===== src/rtl/round_controller.sv =====
// Countdown round sequencer: debounced start/ack keys, timer run enable,
// blinking expiry alarm and a two-digit BCD count of completed rounds.
module round_controller #(
    parameter int BLINK_HALF   = 12500000,
    parameter int ALARM_CYCLES = 250000000,
    parameter int LOCKOUT      = 500000
) (
    input  logic       clk,
    input  logic       resetn,
    input  logic       start_key,
    input  logic       ack_key,
    input  logic       done,
    output logic       timer_run,
    output logic       alarm_led,
    output logic [3:0] rounds_tens,
    output logic [3:0] rounds_ones,
    output logic [1:0] state
);

    localparam int BW = (BLINK_HALF > 1) ? $clog2(BLINK_HALF) : 1;
    localparam int AW = (ALARM_CYCLES > 1) ? $clog2(ALARM_CYCLES) : 1;
    localparam int LW = (LOCKOUT > 1) ? $clog2(LOCKOUT) : 1;

    typedef enum logic [1:0] {
        IDLE  = 2'b00,
        RUN   = 2'b01,
        ALARM = 2'b10,
        BAD   = 2'b11
    } state_t;

    state_t          state_q, state_n;
    logic            start_s1, start_s2, start_prev;
    logic            ack_s1, ack_s2, ack_prev;
    logic [LW-1:0]   start_lock, ack_lock;
    logic            start_pulse, ack_pulse;
    logic            done_prev, done_rise;
    logic [BW-1:0]   blink_cnt, blink_cnt_n;
    logic [AW-1:0]   alarm_cnt, alarm_cnt_n;
    logic            led_n;
    logic [3:0]      tens_n, ones_n;

    assign state       = state_q;
    assign start_pulse = ~start_s2 & start_prev & (start_lock == '0);
    assign ack_pulse   = ~ack_s2 & ack_prev & (ack_lock == '0);
    assign done_rise   = done & ~done_prev;

    // Lockout counters load LOCKOUT-1 so that LOCKOUT cycles elapse before re-arming.
    always_ff @(posedge clk or negedge resetn) begin
        if (!resetn) begin
            start_s1   <= 1'b1;
            start_s2   <= 1'b1;
            start_prev <= 1'b1;
            ack_s1     <= 1'b1;
            ack_s2     <= 1'b1;
            ack_prev   <= 1'b1;
            start_lock <= '0;
            ack_lock   <= '0;
            done_prev  <= 1'b0;
        end else begin
            start_s1   <= start_key;
            start_s2   <= start_s1;
            start_prev <= start_s2;
            ack_s1     <= ack_key;
            ack_s2     <= ack_s1;
            ack_prev   <= ack_s2;
            done_prev  <= done;
            if (start_pulse)
                start_lock <= LW'(LOCKOUT - 1);
            else if (start_lock != '0)
                start_lock <= start_lock - LW'(1);
            if (ack_pulse)
                ack_lock <= LW'(LOCKOUT - 1);
            else if (ack_lock != '0)
                ack_lock <= ack_lock - LW'(1);
        end
    end

    always_ff @(posedge clk or negedge resetn) begin
        if (!resetn) begin
            state_q     <= IDLE;
            timer_run   <= 1'b0;
            alarm_led   <= 1'b0;
            blink_cnt   <= '0;
            alarm_cnt   <= '0;
            rounds_tens <= '0;
            rounds_ones <= '0;
        end else begin
            state_q     <= state_n;
            timer_run   <= (state_n == RUN) || (state_n == ALARM);
            alarm_led   <= led_n;
            blink_cnt   <= blink_cnt_n;
            alarm_cnt   <= alarm_cnt_n;
            rounds_tens <= tens_n;
            rounds_ones <= ones_n;
        end
    end

    always_comb begin
        state_n     = state_q;
        blink_cnt_n = '0;
        alarm_cnt_n = '0;
        led_n       = 1'b0;
        tens_n      = rounds_tens;
        ones_n      = rounds_ones;
        case (state_q)
            IDLE: begin
                if (start_pulse && !done)
                    state_n = RUN;
            end
            RUN: begin
                if (done_rise) begin
                    state_n = ALARM;
                    led_n   = 1'b1;
                    if (rounds_ones == 4'd9) begin
                        ones_n = 4'd0;
                        tens_n = (rounds_tens == 4'd9) ? 4'd0 : rounds_tens + 4'd1;
                    end else begin
                        ones_n = rounds_ones + 4'd1;
                    end
                end else if (start_pulse) begin
                    state_n = IDLE;
                end
            end
            ALARM: begin
                if (ack_pulse || alarm_cnt == AW'(ALARM_CYCLES - 1)) begin
                    state_n = IDLE;
                end else begin
                    alarm_cnt_n = alarm_cnt + AW'(1);
                    if (blink_cnt == BW'(BLINK_HALF - 1)) begin
                        led_n = ~alarm_led;
                    end else begin
                        blink_cnt_n = blink_cnt + BW'(1);
                        led_n       = alarm_led;
                    end
                end
            end
            default: state_n = IDLE;
        endcase
    end

endmodule


===== config.mk =====
export PLATFORM = sky130hd
export DESIGN_NAME = round_controller
export DESIGN_NICKNAME = d
export VERILOG_FILES = /design/src/rtl/round_controller.sv
export SDC_FILE = /design/constraint.sdc
export NUM_CORES = 1
export LEC_CHECK = 0
export BUFFER_PORTS_ARGS = -buffer_cell sky130_fd_sc_hd__clkbuf_2
export CAP_MARGIN = 20
export CORE_ASPECT_RATIO = 2
export CORE_MARGIN = 8
export CORE_UTILIZATION = 61
export DETAILED_ROUTE_END_ITERATION = 6
export GPL_ROUTABILITY_DRIVEN = 1
export PLACE_DENSITY = 0.76
export SYNTH_ARGS = -nofsm -noshare
export SYNTH_HDL_FRONTEND = slang
export SYNTH_SLANG_ARGS = --single-unit

===== constraint.sdc =====
create_clock -name clk -period 7 [get_ports clk]
set_clock_uncertainty 0.05 [all_clocks]
set_input_delay 1.4 -clock clk [delete_from_list [all_inputs] [get_ports clk]]
set_output_delay 1.4 -clock clk [all_outputs]
set_load 0.05 [all_outputs]

Word-level counts from Yosys, hierarchy flattened:

Index checks and enable logic that the tools add are counted.
Widths: inputs -> output; s select.

* register bits after elaboration: 109
* bits of input ports: 5
* output and inout bits: 12
* word-level logic and storage cells: 73

* add/subtract/negate cells: 6
* equality and inequality tests: 9
* mux-type cells: 20
* bitwise operators: 9
* reductions and logical operators: 13

Operator list (number)
* $mux 19: 4
* $mux 24: 3
* $mux 28: 2
* $logic_not 19->1: 2
* $reduce_bool 19->1: 2
* $sub 19x1->19 const B: 2
* $add 28x1->28 const B: 1
* $eq 28x28->1 const B: 1
* $add 24x1->24 const B: 1
* $eq 24x24->1 const B: 1
* $add 4x1->4 const B: 2
* $eq 4x4->1 const B: 2
* $mux 2: 4
* $mux 4: 2
* $pmux 2 s3: 1
* $and 1x1->1: 5
* $eq 2x1->1 const B: 2
* $eq 2x2->1 const B: 2
* $not 1->1: 4
* $reduce_bool 2->1: 2
* $mux 1: 3
* $ne 3x3->1 const B: 1
* $reduce_and 3->1: 1
* $logic_not 2->1: 1
* 5 further kinds: 6

Depth between registers and ports, before layout:

* word-level depth: 8
* gate-level depth with buffers: 11
* depth with buffers taken out: 8

Least setup slack after synthesis:

No wires, ideal clock.

* path kind: in2reg
* start point: input port done
* end point: register rounds_tens[3]
* data arrival time: 2688 ps
* setup slack: 4140 ps
* cell stages on the path: 7
* buffers on the path: 1
* cells stage by stage: and3b_1 > clkbuf_1 > nand2_1 > nor3b_1 > and2_1 > o21ai_0 > a22o_1

* longest elaborated chain between the ends: 2

RTL lines
* start, declared: RTL line 12 `input logic done,`
* $and 1x1->1: RTL line 45 `assign done_rise = done & ~done_prev;`
* $reduce_and 3->1 (no line)
* end signal, assigned: RTL line 93 `rounds_tens <= tens_n;`
* end, declared: RTL line 15 `output logic [3:0] rounds_tens,`

No other way between the ends.
A chain may end at the register's enable or synchronous reset.

Worst setup path after layout:

* start point: register ack_lock[0]
* end point: register alarm_led

* longest elaborated chain between the ends: 5
* elaborated cells between the ends (all ways): 6
* classes of those cells: 1 x eq/ne; 2 x mux; 1 x bitwise; 2 x reduce/logical

RTL lines
* start, declared: RTL line 34 `logic [LW-1:0] start_lock, ack_lock;`
* start signal, assigned: RTL line 72 `ack_lock <= LW'(LOCKOUT - 1);`
* start signal, assigned: RTL line 74 `ack_lock <= ack_lock - LW'(1);`
* $logic_not 19->1 (*): RTL line 44 `assign ack_pulse = ~ack_s2 & ack_prev & (ack_lock == '0);`
* $and 1x1->1 (*): RTL line 44
* $logic_or 1x1->1 (*): RTL line 125 `if (ack_pulse || alarm_cnt == AW'(ALARM_CYCLES - 1)) begin`
* $mux 1: RTL line 125
* $pmux 1 s2: RTL line 105 `case (state_q)`
* end signal, assigned: RTL line 90 `alarm_led <= led_n;`
* end, declared: RTL line 14 `output logic alarm_led,`

Every way passes the cells marked *; elsewhere a longest branch is shown, timed or not.

==> summary.md <==
| Metric | Value |
|---|---|
| Hold/Removal Path Class | flip-flop to flip-flop |
| Routed wire per std cell | 15.5 um |
| Setup ws final | about 3.8 ns |
| # resized after CTS | 0 |
| Clk slew on worst S/H paths | ~0.070 ns |
| GRT Util Overall | between 15 and 20% |
| CP Launch Type | flip-flop |
| DR iter-0 viols | approximately 180 |
| Routed Antenna Nets | 0 |
| Post-synth net total | ~540 |
| Fin crit period | 3.22 ns |
| Area leader, netlist | dfrtp_1 |
| Most area-consuming cells after synthesis | dfrtp_1 49%, xor2_1 6.8%, nor2_1 6.0% |
| Worst rel slew slack | between 30% and 40% |
| Met2 Use GR | between 30% and 40% |
| Grt peak-use layer | met2 |
| Starting density of the core | around three fifths |
| CTS tree | built |
| RePlAce Congestion | 0.802 |
| Final non-filler cell total | approximately 650 |
| Synth top area share | 48.8% |
| Delay-heaviest family, CP | simple AND/OR/NAND/NOR gates |
| CP max stage cell | or2_2 |
| Met3 Resource Use GR | approximately 3.4% |
| Worst skew pair latency | roughly 0.34 ns |
| Worst path arrival time | about 3.4 ns |
| DRC Markers | 0 |
| CP max FO | 32 |
| Static leakage | 2.53 nW |
| CTS Root Cell | clkbuf_16 |
| FF+latch count, synth | 109 |
| Comb power frac | a little under a quarter |
| Setup_tns | 0 ns |
| Hold buffers post-CTS | 0 |
| Peak VDD IR | 197 uV |
| Number of vias per cell | 5.87 |
| Slew at the pin closest to its max-slew limit | 0.969 ns |
| Crit Path Category | flip-flop to flip-flop |
| Maximum capacitance violations | 0 |
| Met1 Use GR | 20.1% |
| Vias in the first global route | 3981 |
| Die extent in y | around 150 um |
| Vias | roughly 3800 |
| Final Max Tran Viols | 0 |
| Crit path largest cell delay | 0.57 ns |
| Final Power | between 1.5 and 2 mW |
| Initial antenna violation count | 0 |
| Avg Synthesized Cell Area | approximately 10 um^2 |
| Largest net degree at the start of global routing | 73 |
| Clock network fraction of design power | 31.3% |
| Critical Path Sink Type | flip-flop |
| Layout Nets | 555 |
| Placed cell count | 629 |
| Hold slack | between 0.3 and 0.4 ns |
| I/O Pins | 17 |
| Chip width | roughly 82 um |
| Outcome | finished clean |
| IO buf count | 16 |
| Unrepaired setup endpoints after global routing | false |
| Register area share after synthesis | slightly above 50% |
| Switching Power | roughly 620 uW |
| # H-tree levels | 3 |
| Clk sinks | between 100 and 150 |
| Asr flop ratio synth | 100% |
| P_int | 1.32 mW |
| Die Area | roughly 12000 um^2 |
| Design area | around 5800 um^2 |
| CP required | approximately 7.2 ns |
| Final Hold Viols | 0 |
| Dpl cell area | about 5400 um^2 |
| Setup Viol. Count Final | 0 |
| Pwr per Cell Area | 335 nW/um^2 |
| Pre-CTS WS | about 3.8 ns |
| GR Overflow Total | 0 |
| Ant. Diodes | 0 |
| Yosys cell types | 61 |
| Number of synthesized flops with an enable pin | 0 |
| Area delta synth->final | 9.68% |
| Peak Freq | 310 MHz |
| Switching part of the total | between 30% and 40% |
| Final core utilization | 68.0% |
| 1st-pass router iterations | 4 |
| Clock buffer count from CTS | 9 |
| First-pass GRT wire length | about 18000 um |
| Critical path cell sequence | inv_1, ha_1, nor4b_1, nand4_1, o22ai_1, or2_2, or2_2, mux2_2 |
| Routed wire length | roughly 10000 um |
| Core ar. | ~8500 um^2 |
| Period utilisation layout | a little under half |
| Post-Syn Instances | 526 |
| Layout cell share with drive strength beyond 1 | between 10 and 15% |
| Dpl hpwl | between 7000 and 8000 um |
| Cell row count | 48 |
| Top_reg_cell synth | dfrtp_1 |
| Yosys warns | 0 |
| Cell mode on critical path | or2_2 |
| WP buf/inv | 1 |
| Clock Path Buffers | 2 |
| Post-Syn Area | 5290 um^2 |
| Reg power frac | 46.1% |
| Setup bufs post-CTS | 0 |
[cell usage after synthesis, types with 3 or more instances]
master and instances:
nor4_1 9, dfrtp_1 103, and2_1 5, clkbuf_1 7, xnor2_1 26, nand2_1 38, o21ai_0 13, nor2_1 84
a21oi_1 13, nand3b_1 3, nand2b_1 4, or3_1 4, and4_1 3, dfstp_2 6, nand3_1 20, nor3_1 27
mux2i_1 5, inv_1 15, nor2b_1 6, xor2_1 41, or2_2 4, buf_2 5, ha_1 10, nor4b_1 3
and3_1 10, nand4_1 18
[path summary, 6_finish.rpt]
check / from / cells after the start / slack (ns) / endpoint
hold reg to reg: ack_s1 / 0 / 0.31 / ack_s2
min in group asynchronous: resetn / 1 / 0.96 / start_lock[2]
max in group asynchronous: resetn / 2 / 4.70 / blink_cnt[16]
setup / recovery: ack_lock[0] / 8 / 3.78 / alarm_led
setup reg to reg: ack_lock[0] / 8 / 3.78 / alarm_led
hold / removal: ack_s1 / 0 / 0.31 / ack_s2
[power groups by stage]
stage                     clock, mW  combinational, mW  sequential, mW
after floorplan                   0              0.334           0.894
after global placement            0              0.421           0.894
after detailed placement          0              0.439           0.904
after CTS                     0.615              0.444           0.895
after global routing          0.642              0.491           0.919
final                         0.607              0.439           0.895
[routing by layer]
| layer | vias to the layer above | share of wire [%] |
|---|---|---|
| met2 | 54 | 55 |
| met5 | - | 0 |
| met3 | 26 | 2.8 |
| li1 | 1846 | - |
| met4 | 0 | 2.6 |
| met1 | 1859 | 40 |
[layout make-up]
class,instances,area (um^2)
Sequential cell,109,2740
Fill cell,663,2730
Multi-Input combinational cell,388,2430
Clock buffer,10,229
Clock inverter,6,135
Tap cell,100,125
Timing Repair Buffer,17,90.1
Inverter,15,56.3
[cell families after synthesis]
family	after synthesis	synth area share [%]
muxes	7	1.37
buffers and inverters	29	2.34
xor gates and xnor gates	67	11.1
and+or+nand+nor	257	25.1
DFF	109	51.8
adders and majority gates	10	2.37
AOI/OAI and AO/OA	47	5.92
[cells in the final DEF (no fill, tap or decap), drive strengths merged, types with 4 or more instances in the layout]
cell,n
and2,6
mux2i,5
xnor2,26
nand2,38
clkbuf,25
xor2,41
or2,4
ha,10
nor2b,6
nor2,85
nand2b,4
or4,4
bufinv,4
dfstp,6
o21ai,13
inv,15
nand3,20
or3,5
and3,10
dfrtp,103
nor3,27
nand4,18
a21oi,13
nor4,11
[worst reg2reg max path: cells and delay by family (launching register included)]
| family | cells | cell delay [ns] |
|---|---|---|
| flops | 1 | 0.40 |
| mux | 1 | 0.39 |
| simple gates | 4 | 1.65 |
| compound gates | 1 | 0.37 |
| buf+inv | 1 | 0.11 |
| fa+ha+maj | 1 | 0.15 |
[state kept, by name, indices dropped and copies added, names as in the netlist]
signal,count
rounds_ones,4
ack_s1,1
start_prev,1
alarm_cnt,28
state,2
ack_s2,1
ack_prev,1
done_prev,1
rounds_tens,4
blink_cnt,24
timer_run,1
start_lock,19
alarm_led,1
ack_lock,19
start_s2,1
start_s1,1
Note: power is estimated with default switching activity, not from simulation.
